**src/rtl/fetch_pkg.sv**
```systemverilog
// fetch_pkg: shared widths, FSM states, queue entry type and PC alignment helper
package fetch_pkg;
  localparam int PC_W = 64;
  localparam int INSTR_W = 32;
  localparam logic [PC_W-1:0] PC_INC = 64'd4;
  typedef enum logic [1:0] {LOAD, REQ, WAIT} state_t;
  typedef struct packed {
    logic [INSTR_W-1:0] instr;
    logic [PC_W-1:0] pc;
  } entry_t;
  function automatic logic [PC_W-1:0] word_align(input logic [PC_W-1:0] a);
    return {a[PC_W-1:2], 2'b00};
  endfunction
endpackage

```
**src/rtl/fetch_if.sv**
```systemverilog
// fetch_if: instruction-memory request/response bus plus the decode-side valid/ready handshake
interface fetch_if;
  import fetch_pkg::*;
  logic imem_req_valid, imem_req_ready, imem_resp_valid, out_valid, out_ready;
  logic [PC_W-1:0] imem_req_addr, out_pc;
  logic [INSTR_W-1:0] imem_resp_data, out_instr;
  modport master (
    output imem_req_valid, imem_req_addr, out_valid, out_instr, out_pc,
    input imem_req_ready, imem_resp_valid, imem_resp_data, out_ready
  );
  modport slave (
    input imem_req_valid, imem_req_addr, out_valid, out_instr, out_pc,
    output imem_req_ready, imem_resp_valid, imem_resp_data, out_ready
  );
endinterface

```
**src/rtl/fetch_queue.sv**
```systemverilog
// fetch_queue: sync FIFO of fetched instructions with flush and occupancy count
module fetch_queue
  import fetch_pkg::*;
#(
  parameter int DEPTH = 2,
  localparam int AW = $clog2(DEPTH)
) (
  input  logic clk,
  input  logic rst,
  input  logic push,
  input  logic pop,
  input  logic flush,
  input  entry_t din,
  output entry_t dout,
  output logic [AW:0] count
);
  localparam int CW = AW + 1;
  entry_t mem [DEPTH];
  logic [AW-1:0] wr, rd;
  assign dout = mem[rd];
  always_ff @(posedge clk or posedge rst)
    if (rst) begin
      wr <= '0;
      rd <= '0;
      count <= '0;
    end else if (flush) begin
      wr <= '0;
      rd <= '0;
      count <= '0;
    end else begin
      wr <= push ? wr + AW'(1) : wr;
      rd <= pop ? rd + AW'(1) : rd;
      count <= count + CW'(push) - CW'(pop);
    end
  always_ff @(posedge clk)
    if (push && !flush) mem[wr] <= din;
endmodule

```
**src/rtl/instr_fetch_unit.sv**
```systemverilog
// instr_fetch_unit: PC/FSM fetch stage, one outstanding imem read, queued hand-off to decode.
// Define FETCH_PERF_EN to add saturating perf_fetched/perf_dropped counters.
module instr_fetch_unit
  import fetch_pkg::*;
#(
  parameter int QDEPTH = 2
) (
  input  logic CLK,
  input  logic reset,
  input  logic [PC_W-1:0] startpc,
  input  logic redirect,
  input  logic [PC_W-1:0] redirect_pc,
  output logic [PC_W-1:0] currentpc,
  fetch_if.master f
`ifdef FETCH_PERF_EN
  ,
  output logic [31:0] perf_fetched,
  output logic [31:0] perf_dropped
`endif
);
  localparam int CW = $clog2(QDEPTH) + 1;
  state_t state, state_n;
  logic [PC_W-1:0] pc_q, pc_n, req_pc;
  logic drop, drop_n, accept, resp, push, pop, flush;
  logic [CW-1:0] count;
  entry_t head, din;
  assign flush = redirect && state != LOAD;
  assign resp = state == WAIT && f.imem_resp_valid;
  assign push = resp && !drop && !redirect;
  assign pop = f.out_valid && f.out_ready && !redirect;
  // outstanding is implied by WAIT, so REQ only needs to reserve against queue occupancy
  assign f.imem_req_valid = state == REQ && count < CW'(QDEPTH);
  assign accept = f.imem_req_valid && f.imem_req_ready;
  assign f.imem_req_addr = pc_q;
  assign currentpc = pc_q;
  assign f.out_valid = count != '0;
  assign f.out_instr = f.out_valid ? head.instr : '0;
  assign f.out_pc = f.out_valid ? head.pc : '0;
  assign din = '{instr: f.imem_resp_data, pc: req_pc};
  always_comb begin
    state_n = state == LOAD ? REQ : state == REQ ? (accept ? WAIT : REQ) : state == WAIT ? (f.imem_resp_valid ? REQ : WAIT) : LOAD;
    pc_n = state == LOAD ? word_align(startpc) : redirect ? word_align(redirect_pc) : accept ? pc_q + PC_INC : pc_q;
    drop_n = state == REQ ? accept && redirect : state == WAIT ? !f.imem_resp_valid && (drop || redirect) : 1'b0;
  end
  always_ff @(posedge CLK or posedge reset)
    if (reset) begin
      state <= LOAD;
      pc_q <= '0;
      req_pc <= '0;
      drop <= 1'b0;
    end else begin
      state <= state_n;
      pc_q <= pc_n;
      drop <= drop_n;
      req_pc <= accept ? pc_q : req_pc;
    end
  fetch_queue #(.DEPTH(QDEPTH)) u_queue (
    .clk(CLK),
    .rst(reset),
    .push(push),
    .pop(pop),
    .flush(flush),
    .din(din),
    .dout(head),
    .count(count)
  );
`ifdef FETCH_PERF_EN
  logic [32:0] fet_sum, drp_sum;
  assign fet_sum = {1'b0, perf_fetched} + 33'(push);
  assign drp_sum = {1'b0, perf_dropped} + 33'(resp && (drop || redirect)) + 33'(flush ? count : '0);
  always_ff @(posedge CLK or posedge reset)
    if (reset) begin
      perf_fetched <= '0;
      perf_dropped <= '0;
    end else begin
      perf_fetched <= fet_sum[32] ? '1 : fet_sum[31:0];
      perf_dropped <= drp_sum[32] ? '1 : drp_sum[31:0];
    end
`endif
endmodule

```
**src/flat_wrapper.sv**
```systemverilog
// flat-port wrapper written by rule: the top's interface ports become plain ports
module instr_fetch_unit_flat import fetch_pkg::*;
#(
  parameter int QDEPTH = 2
)
  (CLK, reset, startpc, redirect, redirect_pc, currentpc, f_imem_req_valid, f_imem_req_addr, f_out_valid, f_out_instr, f_out_pc, f_imem_req_ready, f_imem_resp_valid, f_imem_resp_data, f_out_ready);
  fetch_if f_i ();
  input  logic CLK;
  input  logic reset;
  input  logic [PC_W-1:0] startpc;
  input  logic redirect;
  input  logic [PC_W-1:0] redirect_pc;
  output logic [PC_W-1:0] currentpc;
  output wire logic [$bits(f_i.imem_req_valid)-1:0] f_imem_req_valid;
  output wire logic [$bits(f_i.imem_req_addr)-1:0] f_imem_req_addr;
  output wire logic [$bits(f_i.out_valid)-1:0] f_out_valid;
  output wire logic [$bits(f_i.out_instr)-1:0] f_out_instr;
  output wire logic [$bits(f_i.out_pc)-1:0] f_out_pc;
  input wire logic [$bits(f_i.imem_req_ready)-1:0] f_imem_req_ready;
  input wire logic [$bits(f_i.imem_resp_valid)-1:0] f_imem_resp_valid;
  input wire logic [$bits(f_i.imem_resp_data)-1:0] f_imem_resp_data;
  input wire logic [$bits(f_i.out_ready)-1:0] f_out_ready;
  assign f_imem_req_valid = f_i.imem_req_valid;
  assign f_imem_req_addr = f_i.imem_req_addr;
  assign f_out_valid = f_i.out_valid;
  assign f_out_instr = f_i.out_instr;
  assign f_out_pc = f_i.out_pc;
  assign f_i.imem_req_ready = f_imem_req_ready;
  assign f_i.imem_resp_valid = f_imem_resp_valid;
  assign f_i.imem_resp_data = f_imem_resp_data;
  assign f_i.out_ready = f_out_ready;
  instr_fetch_unit #(.QDEPTH(QDEPTH)) u_core (.CLK(CLK), .reset(reset), .startpc(startpc), .redirect(redirect), .redirect_pc(redirect_pc), .currentpc(currentpc), .f(f_i));
endmodule
```
**config.mk**
```make
export PLATFORM = sky130hd
export DESIGN_NAME = instr_fetch_unit_flat
export DESIGN_NICKNAME = d
export VERILOG_FILES = /design/src/rtl/fetch_pkg.sv /design/src/rtl/fetch_if.sv /design/src/rtl/fetch_queue.sv /design/src/rtl/instr_fetch_unit.sv /design/src/flat_wrapper.sv
export SDC_FILE = /design/constraint.sdc
export NUM_CORES = 1
export LEC_CHECK = 0
export CORE_ASPECT_RATIO = 1.1
export CORE_UTILIZATION = 52
export DETAILED_ROUTE_END_ITERATION = 8
export GPL_TIMING_DRIVEN = 0
export PLACE_DENSITY = 0.87
export SETUP_SLACK_MARGIN = 0.4
export SYNTH_ARGS = -nofsm -noshare
export SYNTH_HDL_FRONTEND = slang
export SYNTH_HIERARCHICAL = 1
export SYNTH_SLANG_ARGS = --single-unit
```
**constraint.sdc**
```tcl
create_clock -name CLK -period 17.28 [get_ports CLK]
set_input_delay 2.592 -clock CLK [delete_from_list [all_inputs] [get_ports CLK]]
set_output_delay 2.592 -clock CLK [all_outputs]
set_load 0.01 [all_outputs]
```
==> results of run 1 <==
==> cell usage after synthesis, drive strengths merged (19+ instances only) <==
master	count	area share
mux2	97	0.076
a21oi	68	0.021
nand4	39	0.018
buf	97	0.044
and3	36	0.014
nor4	19	0.0094
nand3	42	0.013
nand2	241	0.057
clkbuf	64	0.015
and2	98	0.039
dfrtp	131	0.21
edfxtp	192	0.36
nor2	56	0.013
nor3	19	0.0060
o21ai	47	0.015
==> final cells by class <==
class,count,share of cell area
Buffer,161,0.0441
Clock inverter,17,0.00943
Tap cell,408,0.0237
Inverter,14,0.00268
Clock buffer,39,0.0393
Antenna cell,4,0.000465
Sequential cell,323,0.421
Multi-Input combinational cell,936,0.274
Timing Repair Buffer,393,0.185
==> cell families (layout without fill, tap and decap cells) <==
family,count (synthesis),after routing,share of synthesized area
AND/OR/NAND/NOR,596,596,0.192
flip-flops,323,323,0.568
AO/OA/AOI/OAI,207,207,0.0834
buffers and inverters,175,624,0.0629
multiplexers,103,103,0.0795
XOR/XNOR,19,19,0.0113
adder cells (fa/ha/maj),3,3,0.00236
other,1,12,0.000236
==> report_power, final <==
| part | switching (W) | internal (W) |
|---|---|---|
| Combinational | 0.000887 | 0.000863 |
| Clock | 0.000296 | 0.000406 |
| Sequential | 0.000243 | 0.00100 |
==> state kept, by name (all words and copies together) (netlist names) <==
name	cells
u_core/u_queue/wr	1
u_core/u_queue/count	2
u_core/state	2
u_core/drop	1
u_core/currentpc	62
u_core/req_pc	62
u_core/u_queue/rd	1
u_core/u_queue/mem	192
==> how the worst max path moves through the flow <==
stage,start,endpoint,cells after the start
final,redirect,u_core/u_queue/mem[0][51],9
after global routing,redirect,u_core/u_queue/mem[0][51],9
after CTS,redirect,u_core/u_queue/mem[0][51],9
after detailed placement,redirect,u_core/u_queue/mem[0][55],9
after global placement,redirect,u_core/u_queue/mem[0][26],6
after floorplan,redirect,u_core/u_queue/mem[0][0],6
==> critical path: stages <==
cell	delay [ns]
clkbuf_1	0.18
clkbuf_1	0.39
clkbuf_1	0.37
clkbuf_1	0.53
nor4b_1	0.94
nor3b_2	0.90
buf_6	0.28
buf_8	0.18
buf_6	0.19
==> per-layer routing <==
layer / GRT usage / up-vias
met4: 0.177 / 2
met2: 0.555 / 982
met1: 0.434 / 6668
met5: 0 / -
li1: - / 5962
met3: 0.0768 / 198
==> stage by stage <==
step	hold WS, ns	setup WS [ns]	utilization	power, W	std cells
after floorplan	0.442	5.57	-	0.00206	1434
after global placement	0.448	0.582	0.680	0.00292	2224
after detailed placement	0.454	10.60	0.686	0.00297	2235
after CTS	0.470	11.16	0.721	0.00367	2291
after global routing	0.477	10.97	0.721	0.00386	2295
final	0.471	10.97	0.721	0.00370	2295
==> results.md, run 1 <==
- Reg-to-Reg End: u_core/currentpc[33]
- Slew HR: 0.0751
- Worst Setup Start Kind: input port
- Hold EP: u_core/u_queue/mem[1][49]
- Min cycle time layout: 6.31 ns
- Vias per cell: 6.02
- Tcrit/Tclk final: 0.365
- Worst path arrival time: 6.58 ns
- R2R Path Start: u_core/state[1]
- CTS resizes: 0
- CP Max Fanout: 12
- DR WL/cell: 23.8 um
- GR Overflow Total: 0
- Yosys reg bits: 323
- DR WL met3: 6.16 mm
- Synth Cell Area: 0.0159 mm2
- Die area: 0.0313 mm2
- # H-tree levels: 1
- Predominant post-synthesis flop cell: edfxtp_1
- Synthesized area per cell: 11.2 um2
- Antenna-violating nets left: 0
- Ys Warns: 6
- PD cells: 172 mW/mm2
- Fmax: 158 MHz
- DRC violations left: 0
- P&R area growth vs syn: 35.1%
- Die Ht: 185 um
- Max-cap violations: 0
- Most common cell after layout, fill and taps aside: clkdlybuf4s50_1
- Number of flops mapped to enable cells by yosys: 192
- Total track usage: 0.343
- Fraction of layout cells with a size suffix above 1: 0.144
- First-pass DRT Iterations: 9
- Netlist cell types: 75
- P_leak: 8.32 nW
- Min-delay src: u_core/req_pc[49]
- Crit end category: flop
- DIE WIDTH: 169 um
- Filler cell count: 2074
- Hold depth: 0
- TritonCTS Buffers: 30
- Nets: 2028
- Met1 Wirelength: 19.9 mm
- Data required time of the critical path: 17.54 ns
- Critical path class: input port to flop
- Detailed-route via count: 13800
- Asr flop ratio synth: 0.406
- Cell count after synthesis: 1427
- Endpoints failing hold: 0
- Status: finished, final reports clean
- Core area: 0.0298 mm2
- Worst clock skew: 0.0201 ns
- Initial DRC Count: 1653
- DP Area: 0.0204 mm2
- DP HPWL: 39.4 mm
- Register area: 0.00904 mm2
- Peak supply drop: 0.111 mV
- R2R depth: 7
- IO Pins: 392
- Placer Congestion: 0.983
- Reg2Reg Setup Slack: 13.50 ns
- Clk_lat worst skew: 0.57 ns
- Commonest cells after routing, fill and taps aside: clkdlybuf4s50_1 (382), nand2_1 (241), edfxtp_1 (192)
- Routed wl met2: 25.6 mm
- Sequential fraction of the synthesis area: 0.568
- Least-Margin Pin Slew: 1.38 ns
- Finish-stage setup viols: 0
- First-pass GRT wire length: 79.7 mm
- I/O Buffers: 382
- Root Buffer: clkbuf_16
- Area taken by multi-input logic gates: 0.00590 mm2
- Reg clk slew, reported paths: 0.07 ns
- Top routing layer in use: met5
- Antenna violations before repair: 5
- FP Rows: 66
- Max-slew violations: 0
- Clock Tree Buf Depth: 3
- Finished Cell Area: 0.0215 mm2
- Setup Buffers After CTS: 0
- Setup TNS Final: 0 ns
- CTS tree: done
- Total routed wirelength: 54.7 mm
- Starting density of the core: 0.534
- Pin count of the biggest net entering global routing: 71
- CTS Hold Bufs: 0
- Clock Sink Count: 323
- RSZ-0062 raised after global routing: no
- Hold crit path type: flop to flop
- Vias in the first global route: 13500
(Power assumes the default switching activity.)
==> run 2: changes to the inputs <==
- CORE_UTILIZATION: 52 -> 45
- PLACE_DENSITY: 0.87 -> 0.8
- clock period: 17.28 -> 5.6 ns (I/O delays scaled with it)
==> run 2 against run 1 <==
Final cell count rose by 1.5%. Highest routed layer is now met4. Largest power group unchanged. Final area grew 0.60%. Sequential cell count unchanged. Power grew to 3.1 times the previous value. Setup slack worse by 9.9 ns. Core utilization fell by 9.4 points. Largest cell class unchanged. Sequential power grew to 3.1 times the previous value. Non-clock buffer count fell by 2. Critical path depth is the same.
==> results.md, run 2 (synthesis gave the netlist of run 1 again) <==
- Initial DRC Count: 1425
- # H-tree levels: 2
- Clk_lat worst skew: 0.53 ns
- DP HPWL: 40.4 mm
- Crit end category: flop
- Total track usage: 0.304
- Crit path from: redirect
- Vias in the first global route: 13600
- Clock Tree Buf Depth: 3
- Reg-to-Reg End: u_core/currentpc[28]
- DRC violations left: 0
- Internal: 0.00709 W
- R2R Path Start: u_core/state[1]
- Detailed-route via count: 13600
- CP Max Fanout: 17
- FP Rows: 71
- I/O Buffers: 382
- Fmax: 223 MHz
- Nets: 2030
- Worst path arrival time: 4.71 ns
- Most common cell after layout, fill and taps aside: clkdlybuf4s50_1
- Max-slew violations: 0
- R2R depth: 7
- Sequential Power Share: 0.336
- CTS Hold Bufs: 0
- Die area: 0.0361 mm2
- Status: finished, final reports clean
- Placer Congestion: 0.969
- Register area: 0.00904 mm2
- Die Ht: 199 um
- Clock network fraction of design power: 0.196
- Critical path class: input port to flop
- Max reg flops: 192
- Reg clk slew, reported paths: 0.06 ns
- Worst clock skew: 0.0186 ns
- Area taken by multi-input logic gates: 0.00591 mm2
- IO Pins: 392
- TritonCTS Buffers: 34
- Peak supply drop: 0.355 mV
- Commonest cells after routing, fill and taps aside: clkdlybuf4s50_1 (382), nand2_1 (241), edfxtp_1 (192)
- Root Buffer: clkbuf_16
- Net Sw Power: 0.00440 W
- End of the critical path: u_core/u_queue/mem[0][25]
- GR Overflow Total: 0
- Placed cell count: 2263
- Slew HR: 0.0368
- Total routed wirelength: 55.9 mm
- PnR Total Power: 0.0115 W
- Starting density of the core: 0.462
- Tcrit/Tclk final: 0.801
- Largest register by flop count: u_core/u_queue/mem
- Fraction of layout cells with a size suffix above 1: 0.141
- Hold crit path type: flop to flop
- CTS resizes: 0
- Max-cap violations: 0
- Finish-stage setup viols: 0
- Antenna-violating nets left: 0
- Setup Buffers After CTS: 0
- Core area: 0.0345 mm2
- P&R area growth vs syn: 36.0%
- Antenna violations before repair: 4
- Reg2Reg Setup Slack: 2.02 ns
- Worst setup margin: 1.12 ns
- CTS tree: done
- P_leak: 8.35 nW
- First-pass GRT wire length: 81.8 mm
- Place WS: 0.698 ns
- Clock Sink Count: 323
- First-pass DRT Iterations: 7
- Switching share of total power: 0.383
- Data required time of the critical path: 5.83 ns
- RSZ-0062 raised after global routing: no
- Pin count of the biggest net entering global routing: 65
- Filler cell count: 2706
- DR WL/cell: 24.0 um
- Vias per cell: 5.86
- Least-Margin Pin Slew: 1.44 ns
- Min cycle time layout: 4.48 ns
- Endpoints failing hold: 0
- Worst Setup Start Kind: input port
- Combinational Power Share: 0.468
- DIE WIDTH: 181 um
- Final non-filler cell total: 2329
- PD cells: 531 mW/mm2
-- run 2: cell types whose count changed in the layout (fill, tap and decap cells not counted), moves of 2 or more --
cell / previous run / this run
clkinvlp_4: 3 / 1
clkbuf_1: 66 / 72
inv_6: 3 / 1
clkinv_1: 1 / 5
clkbuf_8: 4 / 0
buf_8: 1 / 4
bufinv_16: 4 / 2
buf_6: 18 / 10
buf_12: 0 / 2
clkbuf_16: 31 / 38
-- run 2: worst min-delay path by stage --
| stage | startpoint | end | cells after the start |
|---|---|---|---|
| final | u_core/req_pc[38] | u_core/u_queue/mem[0][38] | 0 |
| after CTS | u_core/req_pc[38] | u_core/u_queue/mem[0][38] | 0 |
| after floorplan | u_core/req_pc[10] | u_core/u_queue/mem[0][10] | 0 |
| after detailed placement | u_core/req_pc[9] | u_core/u_queue/mem[0][9] | 0 |
| after global placement | u_core/req_pc[44] | u_core/u_queue/mem[1][44] | 0 |
| after global routing | u_core/req_pc[39] | u_core/u_queue/mem[0][39] | 0 |
-- run 2: area by class of cell --
class                           count  share of cell area
Multi-Input combinational cell    936               0.273
Sequential cell                   323               0.418
Inverter                           14             0.00266
Timing Repair Buffer              391               0.185
Buffer                            161              0.0438
Antenna cell                        4            0.000463
Tap cell                          438              0.0253
Clock buffer                       48              0.0457
Clock inverter                     14             0.00538
-- run 2: power groups by stage --
stage	logic [W]	clock network [W]	registers, W
floorplan	0.00267	0	0.00367
global placement	0.00518	0	0.00385
detailed placement	0.00529	0	0.00389
CTS	0.00532	0.00229	0.00385
global route	0.00571	0.00238	0.00392
finish	0.00538	0.00226	0.00386
-- run 2: worst max-delay path, cell delays in order --
cell and delay, ns:
clkbuf_1 0.19, clkbuf_1 0.44, clkbuf_1 0.44, clkbuf_1 0.49, nor4b_1 0.85, nor3b_4 0.75, buf_8 0.28, buf_16 0.18
buf_8 0.21
-- run 2: per-stage QoR --
step	utilization	area, um2	hold WS, ns	setup TNS [ns]
final	0.628	21600	0.464	0
after global routing	0.628	21600	0.476	0
after CTS	0.627	21600	0.467	0
after detailed placement	0.595	20500	0.454	0
after global placement	0.590	20300	0.447	-470.29
after floorplan	-	15900	0.442	0
-- run 2: routing by layer --
metal  global-route usage  part of all wire
met1                0.388              0.39
met2                0.491              0.48
met3               0.0636             0.094
met4                0.154             0.044
met5                    0                 0
